## src/rtl/cordic_pkg.sv

```systemverilog
// ---------------------------------------------------------------------------
// cordic_pkg : shared constants for the vectoring CORDIC (arctangent table,
//              phase-word landmarks, CORDIC gain).
// Revision   : 1.0
// ---------------------------------------------------------------------------
`default_nettype none

package cordic_pkg;

    // Phase word: 2^32 = 360 degrees
    localparam logic [31:0] PH_90   = 32'h4000_0000;
    localparam logic [31:0] PH_180  = 32'h8000_0000;
    localparam logic [31:0] PH_270  = 32'hC000_0000;

    // CORDIC gain An ~ 1.64676 in unsigned Q1.15
    localparam logic [15:0] AN_Q15  = 16'd53961;

    // Fractional bits carried below the magnitude LSB inside the pipeline
    localparam int          GUARD_W = 4;

    // round(atan(2^-i) * 2^32 / (2*pi)), i = 0..23
    function automatic logic [31:0] atan_lut(input int i);
        logic [31:0] r_val;
        r_val = '0;
        case (i)
            0:  r_val = 32'h2000_0000;
            1:  r_val = 32'h12E4_051E;
            2:  r_val = 32'h09FB_385B;
            3:  r_val = 32'h0511_11D4;
            4:  r_val = 32'h028B_0D43;
            5:  r_val = 32'h0145_D7E1;
            6:  r_val = 32'h00A2_F61E;
            7:  r_val = 32'h0051_7C55;
            8:  r_val = 32'h0028_BE53;
            9:  r_val = 32'h0014_5F2F;
            10: r_val = 32'h000A_2F98;
            11: r_val = 32'h0005_17CC;
            12: r_val = 32'h0002_8BE6;
            13: r_val = 32'h0001_45F3;
            14: r_val = 32'h0000_A2FA;
            15: r_val = 32'h0000_517D;
            16: r_val = 32'h0000_28BE;
            17: r_val = 32'h0000_145F;
            18: r_val = 32'h0000_0A30;
            19: r_val = 32'h0000_0518;
            20: r_val = 32'h0000_028C;
            21: r_val = 32'h0000_0146;
            22: r_val = 32'h0000_00A3;
            23: r_val = 32'h0000_0051;
            default: r_val = '0;
        endcase
        return r_val;
    endfunction

endpackage

`default_nettype wire

```

## src/rtl/cordic_vec_stage.sv

```systemverilog
// ---------------------------------------------------------------------------
// cordic_vec_stage : one registered vectoring micro-rotation (drives Y to 0).
// Revision         : 1.0
// ---------------------------------------------------------------------------
`default_nettype none

module cordic_vec_stage #(
    parameter int            W     = 26,
    parameter int            PW    = 32,
    parameter int            SHIFT = 0,
    parameter logic [PW-1:0] ATAN  = '0
) (
    input  logic                clk,
    input  logic                rst,
    input  logic                i_valid,
    input  logic signed [W-1:0] i_x,
    input  logic signed [W-1:0] i_y,
    input  logic [PW-1:0]       i_z,
    output logic                o_valid,
    output logic signed [W-1:0] o_x,
    output logic signed [W-1:0] o_y,
    output logic [PW-1:0]       o_z
);

    logic signed [W-1:0] w_xs;
    logic signed [W-1:0] w_ys;
    logic                w_ypos;

    logic                r_valid;
    logic signed [W-1:0] r_x;
    logic signed [W-1:0] r_y;
    logic [PW-1:0]       r_z;

    assign w_xs   = i_x >>> SHIFT;
    assign w_ys   = i_y >>> SHIFT;
    assign w_ypos = ~i_y[W-1];

    always_ff @(posedge clk or posedge rst) begin
        if (rst) begin
            r_valid <= 1'b0;
            r_x     <= '0;
            r_y     <= '0;
            r_z     <= '0;
        end else begin
            r_valid <= i_valid;
            if (w_ypos) begin
                r_x <= i_x + w_ys;
                r_y <= i_y - w_xs;
                r_z <= i_z + ATAN;
            end else begin
                r_x <= i_x - w_ys;
                r_y <= i_y + w_xs;
                r_z <= i_z - ATAN;
            end
        end
    end

    assign o_valid = r_valid;
    assign o_x     = r_x;
    assign o_y     = r_y;
    assign o_z     = r_z;

endmodule

`default_nettype wire

```

## src/rtl/cordic_vector.sv

```systemverilog
// ---------------------------------------------------------------------------
// cordic_vector : pipelined vectoring CORDIC, (X,Y) -> (An*|r|, atan2 phase).
// Revision      : 1.0
// ---------------------------------------------------------------------------
`default_nettype none

module cordic_vector
    import cordic_pkg::*;
#(
    parameter int IN_W   = 16,
    parameter int DW     = 22,
    parameter int PW     = 32,
    parameter int STAGES = 16
) (
    input  logic                   CLK_12MHZ,
    input  logic                   RESET,
    input  logic                   in_valid,
    input  logic signed [IN_W-1:0] Xin,
    input  logic signed [IN_W-1:0] Yin,
    output logic                   out_valid,
    output logic [DW-1:0]          mag_out,
    output logic [PW-1:0]          phase_out
);

    localparam int                     c_IW    = DW + GUARD_W;
    localparam logic signed [c_IW-1:0] c_ROUND = c_IW'(2 ** (GUARD_W - 1));

    logic signed [c_IW-1:0] w_xe;
    logic signed [c_IW-1:0] w_ye;
    logic signed [c_IW-1:0] w_xr;

    logic signed [c_IW-1:0] w_x [0:STAGES];
    logic signed [c_IW-1:0] w_y [0:STAGES];
    logic [PW-1:0]          w_z [0:STAGES];
    logic                   w_v [0:STAGES];

    logic                   r_v0;
    logic signed [c_IW-1:0] r_x0;
    logic signed [c_IW-1:0] r_y0;
    logic [PW-1:0]          r_z0;

    logic                   r_out_valid;
    logic [DW-1:0]          r_mag;
    logic [PW-1:0]          r_phase;

    // Sign-extend before any negation so -2^(IN_W-1) has headroom
    assign w_xe = {{(DW - IN_W){Xin[IN_W-1]}}, Xin, {GUARD_W{1'b0}}};
    assign w_ye = {{(DW - IN_W){Yin[IN_W-1]}}, Yin, {GUARD_W{1'b0}}};

    always_ff @(posedge CLK_12MHZ or posedge RESET) begin
        if (RESET) begin
            r_v0 <= 1'b0;
            r_x0 <= '0;
            r_y0 <= '0;
            r_z0 <= '0;
        end else begin
            r_v0 <= in_valid;
            if (Xin[IN_W-1]) begin
                r_x0 <= -w_xe;
                r_y0 <= -w_ye;
                r_z0 <= PW'(PH_180);
            end else begin
                r_x0 <= w_xe;
                r_y0 <= w_ye;
                r_z0 <= '0;
            end
        end
    end

    assign w_x[0] = r_x0;
    assign w_y[0] = r_y0;
    assign w_z[0] = r_z0;
    assign w_v[0] = r_v0;

    generate
        for (genvar g = 0; g < STAGES; g++) begin : g_stage
            cordic_vec_stage #(
                .W     (c_IW),
                .PW    (PW),
                .SHIFT (g),
                .ATAN  (PW'(atan_lut(g)))
            ) u_stage (
                .clk     (CLK_12MHZ),
                .rst     (RESET),
                .i_valid (w_v[g]),
                .i_x     (w_x[g]),
                .i_y     (w_y[g]),
                .i_z     (w_z[g]),
                .o_valid (w_v[g+1]),
                .o_x     (w_x[g+1]),
                .o_y     (w_y[g+1]),
                .o_z     (w_z[g+1])
            );
        end
    endgenerate

    // Round away the guard bits; final X is non-negative after pre-rotation
    assign w_xr = w_x[STAGES] + c_ROUND;

    always_ff @(posedge CLK_12MHZ or posedge RESET) begin
        if (RESET) begin
            r_out_valid <= 1'b0;
            r_mag       <= '0;
            r_phase     <= '0;
        end else begin
            r_out_valid <= w_v[STAGES];
            if (w_v[STAGES]) begin
                r_mag   <= DW'(w_xr >>> GUARD_W);
                r_phase <= w_z[STAGES];
            end
        end
    end

    assign out_valid = r_out_valid;
    assign mag_out   = r_mag;
    assign phase_out = r_phase;

endmodule

`default_nettype wire

```

## config.mk

```make
export PLATFORM = sky130hd
export DESIGN_NAME = cordic_vector
export DESIGN_NICKNAME = d
export VERILOG_FILES = /design/src/rtl/cordic_pkg.sv /design/src/rtl/cordic_vec_stage.sv /design/src/rtl/cordic_vector.sv
export SDC_FILE = /design/constraint.sdc
export NUM_CORES = 2
export LEC_CHECK = 0
export ABC_AREA = 0
export CAP_MARGIN = 20
export CORE_ASPECT_RATIO = 2
export CORE_MARGIN = 1
export CORE_UTILIZATION = 35
export DETAILED_ROUTE_END_ITERATION = 10
export PLACE_DENSITY = 0.47
export SLEW_MARGIN = 20
export SYNTH_ARGS = -nofsm -noshare
export SYNTH_HDL_FRONTEND = slang
export SYNTH_HIERARCHICAL = 1
export SYNTH_SLANG_ARGS = --single-unit
export TNS_END_PERCENT = 1
```

## constraint.sdc

```tcl
create_clock -name CLK_12MHZ -period 4.95 [get_ports CLK_12MHZ]
set_clock_uncertainty 0.05 [all_clocks]
set_input_delay 0.99 -clock CLK_12MHZ [delete_from_list [all_inputs] [get_ports CLK_12MHZ]]
set_output_delay 0.99 -clock CLK_12MHZ [all_outputs]
set_load 0.02 [all_outputs]
```

### After elaboration in Yosys (flattened, before gate mapping)

Cells that the tools add are included.

* register bits: 1474
* bits of input ports: 35
* output and inout port bits: 55
* word-level logic and storage cells: 216

* add/subtract/negate cells: 96
* multiplexer cells: 50

Operators with widths (count)
* $mux 26: 33
* $mux 32: 17
* $add 26x12->26: 2
* $add 26x13->26: 2
* $add 26x14->26: 2
* $add 26x15->26: 2
* $add 26x16->26: 2
* $add 26x17->26: 2
* $add 26x18->26: 2
* $add 26x19->26: 2
* $add 26x20->26: 2
* $add 26x21->26: 2
* $add 26x22->26: 2
* $add 26x23->26: 2
* $add 26x24->26: 2
* $add 26x25->26: 2
* $neg 20->26: 2
* $sub 26x12->26: 2
* $sub 26x13->26: 2
* $sub 26x14->26: 2
* $sub 26x15->26: 2
* $sub 26x16->26: 2
* $sub 26x17->26: 2
* $sub 26x18->26: 2
* other kinds (44): 52

### Longest topological paths before layout

* depth in word-level cells: 2
* depth in mapped cells: 18

### Modules after synthesis

The synthesis kept the hierarchy.

Modules (own cells, without submodules)
* cordic_vec_stage (g_stage[2].u_stage): instances 1, cells an instance 861, seq. area each 2127.0 um^2, area each 7487.2 um^2
* cordic_vec_stage (g_stage[1].u_stage): instances 1, cells an instance 851, seq. area each 2127.0 um^2, area each 7383.3 um^2
* cordic_vec_stage (g_stage[6].u_stage): instances 1, cells an instance 812, seq. area each 2127.0 um^2, area each 7278.2 um^2
* cordic_vec_stage (g_stage[13].u_stage): instances 1, cells an instance 825, seq. area each 2127.0 um^2, area each 7269.5 um^2
* cordic_vec_stage (g_stage[4].u_stage): instances 1, cells an instance 834, seq. area each 2127.0 um^2, area each 7265.7 um^2
* cordic_vec_stage (g_stage[7].u_stage): instances 1, cells an instance 815, seq. area each 2127.0 um^2, area each 7201.9 um^2
* cordic_vec_stage (g_stage[14].u_stage): instances 1, cells an instance 808, seq. area each 2127.0 um^2, area each 7159.4 um^2
* cordic_vec_stage (g_stage[9].u_stage): instances 1, cells an instance 800, seq. area each 2127.0 um^2, area each 7108.1 um^2
* cordic_vec_stage (g_stage[3].u_stage): instances 1, cells an instance 797, seq. area each 2127.0 um^2, area each 7030.5 um^2
* cordic_vec_stage (g_stage[12].u_stage): instances 1, cells an instance 786, seq. area each 2127.0 um^2, area each 6982.9 um^2
* cordic_vec_stage (g_stage[15].u_stage): instances 1, cells an instance 785, seq. area each 2127.0 um^2, area each 6945.4 um^2
* cordic_vec_stage (g_stage[5].u_stage): instances 1, cells an instance 763, seq. area each 2127.0 um^2, area each 6944.2 um^2
* cordic_vec_stage (g_stage[10].u_stage): instances 1, cells an instance 756, seq. area each 2127.0 um^2, area each 6847.8 um^2
* cordic_vec_stage (g_stage[8].u_stage): instances 1, cells an instance 763, seq. area each 2127.0 um^2, area each 6845.3 um^2
* 3 more rows

### Worst setup path before layout

OpenSTA, ideal clock, no wires.

* kind: reg2reg
* from: reg g_stage[7].u_stage.r_y[25]
* to: reg g_stage[8].u_stage.r_y[22]
* cell stages (with the launch flop): 16
* path slack: 0.708 ns
* data arrival time: 4.053 ns
* period minus slack after synthesis: 4.242 ns
* library setup time: 0.139 ns
* cells stage by stage: dfrtp_1 > clkbuf_1 > clkbuf_1 > inv_1 > o41ai_1 > xnor2_1 > ha_1 > and3_1 > and3_4 > and2_1 > a221o_1 > a21oi_2 > o21bai_2 > a41oi_2 > mux2i_1 > or4_1

* cells in the longest elaborated chain, start to end: 1

RTL lines
* start, declared: RTL line cordic_vec_stage.sv:31 `logic signed [W-1:0] r_y;`
* start signal, assigned: RTL line cordic_vec_stage.sv:48 `r_y <= i_y - w_xs;`
* start signal, assigned: RTL line cordic_vec_stage.sv:52 `r_y <= i_y + w_xs;`
* $mux 26: RTL line cordic_vec_stage.sv:46 `if (w_ypos) begin`
* end signal, assigned: RTL line cordic_vec_stage.sv:48
* end signal, assigned: RTL line cordic_vec_stage.sv:52
* end, declared: RTL line cordic_vec_stage.sv:31

No other way between the ends.
A chain may end at the register's enable or synchronous reset.

### Final worst setup path

* from: reg g_stage[2].u_stage.r_x[7]
* to: reg g_stage[3].u_stage.r_y[18]

* cells in the longest elaborated chain, start to end: 2
* elaborated cells on any way between the ends: 3
* those cells by class: 2 x add/sub; 1 x mux

RTL lines
* start, declared: RTL line cordic_vec_stage.sv:30 `logic signed [W-1:0] r_x;`
* start signal, assigned: RTL line cordic_vec_stage.sv:47 `r_x <= i_x + w_ys;`
* start signal, assigned: RTL line cordic_vec_stage.sv:51 `r_x <= i_x - w_ys;`
* $sub 26x23->26 / $add 26x23->26 (equally long branches): RTL line cordic_vec_stage.sv:48, cordic_vec_stage.sv:52
* $mux 26 (*): RTL line cordic_vec_stage.sv:46
* end signal, assigned: RTL line cordic_vec_stage.sv:48
* end signal, assigned: RTL line cordic_vec_stage.sv:52
* end, declared: RTL line cordic_vec_stage.sv:31

Mark *: on every way between the ends. The rest lies on a longest branch, timed or not.

==> summary.txt <==
Cells and area
  • Layout Utilization: 0.389
  • Share of layout cells above drive strength 1: 0.0596
  • Area growth, synth to finish: 10.5%
  • NumNets Final: 14300
  • Fillers: 32700
  • Register area: 0.0355 mm^2
  • Multi-input logic area: between 0.07 and 0.08 mm^2

CTS
  • CTS Sinks: 1416
  • TritonCTS buffer count: 159
  • Post-CTS Hold Fix Bufs: 0
  • Clock Latency Late Sink: 880 ps
  • Root buf cell: clkbuf_16
  • Clk slew on worst S/H paths: 60 ps
  • Clock tree from TritonCTS: done
  • Post-CTS setup buffer count: 0
  • # H-tree levels: 4
  • Clock Path Buffers: 4
  • Post-CTS Resized: 0

Routing
  • Drt wl/cell: between 20 and 25 um
  • Final wirelength: 418000 um
  • DR DRC count: 0
  • Via count: approximately 97000
  • Iter 0 DRT Violations: 4304
  • Routed Antenna Nets: 0
  • Drt via density: 5.55
  • First-pass detailed-route iteration total: 8

Status
  • Outcome: complete, no violations

Die
  • Die area: 0.329 mm^2
  • Site Rows: 296
  • Ports: 90
  • Initial core utilization: 0.352
  • Core Footprint: approximately 0.32 mm^2
  • Chip Height: slightly above 800 um
  • DIE WIDTH: between 400 and 500 um

Setup path
  • Cell chain of the critical path: or3_1 -> nor4_1 -> buf_4 -> inv_1 -> o21a_1 -> xor2_1 -> ha_1 -> nand4_1 -> nor4_1 -> nor3_1 -> a21oi_1 -> buf_4 -> o21ai_1 -> nand2b_1 -> a221oi_1 -> xnor2_1
  • CP Launch Point: g_stage[2].u_stage/o_x[7]
  • R2R setup slack: ~230 ps
  • Worst reg2reg path depth: 16
  • Reg-to-reg endpoint: g_stage[3].u_stage/o_y[18]
  • Largest stage delay, worst path: around 630 ps
  • CP Class: reg2reg
  • CP endpoint kind: register
  • Slowest CP cell: nor4_1
  • Worst EP arrival: 5390 ps
  • CP Launch Type: register
  • Crit Path Max Fanout: 5
  • Critical R2R Launch: g_stage[2].u_stage/o_x[7]
  • Worst setup path endpoint: g_stage[3].u_stage/o_y[18]
  • WP data required: 5620 ps

Synthesis
  • Syn Inst Count: 12800
  • Yosys warns: 6
  • Synthesized cell area: around 0.11 mm^2
  • Syn Area/Cell: 8.93 um^2

STA
  • RSZ-0062 raised after global routing: no
  • Hold Vio Cnt, Final: 0
  • Achievable Freq: 0.212 GHz
  • Tmin final: 4720 ps
  • Slew @ Worst Pin: approximately 1300 ps
  • Setup TNS Final: 0 ps
  • Final period util: 0.953
  • Max-slew headroom: 0.150
  • Setup violators final: 0
  • Final slew viol count: 0

Global route
  • Gr usage total: 0.250
  • Global route overflow: 0
  • Initial antenna violation count: 28
  • Largest net degree at the start of global routing: 62
  • Global-route wire length before repair: 618000 um
  • Vias in the first global route: 102000

Place
  • I/O Buffers: 89
  • Hpwl dp: ~350000 um
  • Final Wtd Congestion: ~0.99

Min path
  • Min-delay worst type: reg2reg
  • Worst Hold Launch: g_stage[11].u_stage/o_valid

Run
  • Max-cap violations: 0
==> area by class of cell <==
class / instances / area share
clock buffers: 214 / 0.0359
repair buffers: 241 / 0.0175
inverters: 580 / 0.0175
clock inverters: 63 / 0.00669
flip-flops and latches: 1416 / 0.281
well taps: 4321 / 0.0428
multi-input cells: 10500 / 0.598
diodes: 55 / 0.00109
==> critical path, delay by kind of cell (launching register included) <==
| family | cells | cell delay [ps] |
|---|---|---|
| flip-flops | 1 | 450 |
| AND/OR/NAND/NOR | 6 | 1730 |
| adder cells (fa/ha/maj) | 1 | 410 |
| buffers and inverters | 3 | 590 |
| XOR/XNOR | 2 | 330 |
| AO/OA/AOI/OAI | 4 | 1010 |
==> registers in the layout, summed over array words and instances (netlist names) <==
signal,cells
g_stage.u_stage/o_valid,16
g_stage.u_stage/o_x,412
r_z0,1
g_stage.u_stage/o_y,375
out_valid,1
g_stage.u_stage/o_z,512
phase_out,32
r_y0,22
r_v0,1
mag_out,22
r_x0,22
==> cell usage in the layout, fill, tap and decap left out, types with 37 or more instances in the layout <==
cell and n:
o31ai_1 77, o21ai_0 549, clkbuf_16 163, o21a_1 155, nand2b_1 106, or3_1 59, nand2_1 807, nor2b_1 195
xnor2_1 1041, a21oi_1 1357, ha_1 1287, clkdlybuf4s50_1 89, a211oi_1 109, inv_1 559, a31oi_1 187, and2_1 77
buf_4 138, nand3_1 233, nor3_1 284, o21bai_1 168, conb_1 65, nor4_1 74, xor2_1 543, o31a_1 37
mux2_2 65, nor2_1 1059, o211ai_1 74, dfrtp_1 1400, diode_2 55, a21o_1 594, nand4_1 170, fa_1 48
and3_1 135, o21ai_1 93, o41ai_1 41
==> routing by layer <==
metal | vias up | wire [um] | global-route usage
met5 | - | 71 | 0
met4 | 12 | 46000 | 0.236
met3 | 1208 | 9380 | 0.0236
met2 | 2086 | 250000 | 0.538
met1 | 46900 | 112000 | 0.176
li1 | 46500 | - | -
==> per-stage QoR <==
stage               cells  hold slack [ps]  worst slack (ps)  cell area [um^2]
global placement    17100              282               205            121000
detailed placement  17100              286               397            121000
CTS                 17400              294               359            126000
finish              17400              288               235            126000
global route        17400              307              22.2            126000
floorplan           12900              281               708            115000
==> how the worst min path moves through the flow <==
stage	endpoint	slack, ps	cells past startpoint
2_1_floorplan	g_stage[0].u_stage/o_valid	280	0
3_3_place_gp	g_stage[8].u_stage/o_valid	280	0
3_5_place_dp	g_stage[1].u_stage/o_z[0]	290	0
4_1_cts	g_stage[12].u_stage/o_valid	290	0
5_1_grt	g_stage[12].u_stage/o_valid	310	0
6_report	g_stage[12].u_stage/o_valid	290	0
Power is left out: the tool's default activity adds up to more than one toggle a clock period on the data nets, which glitch-free logic cannot reach.
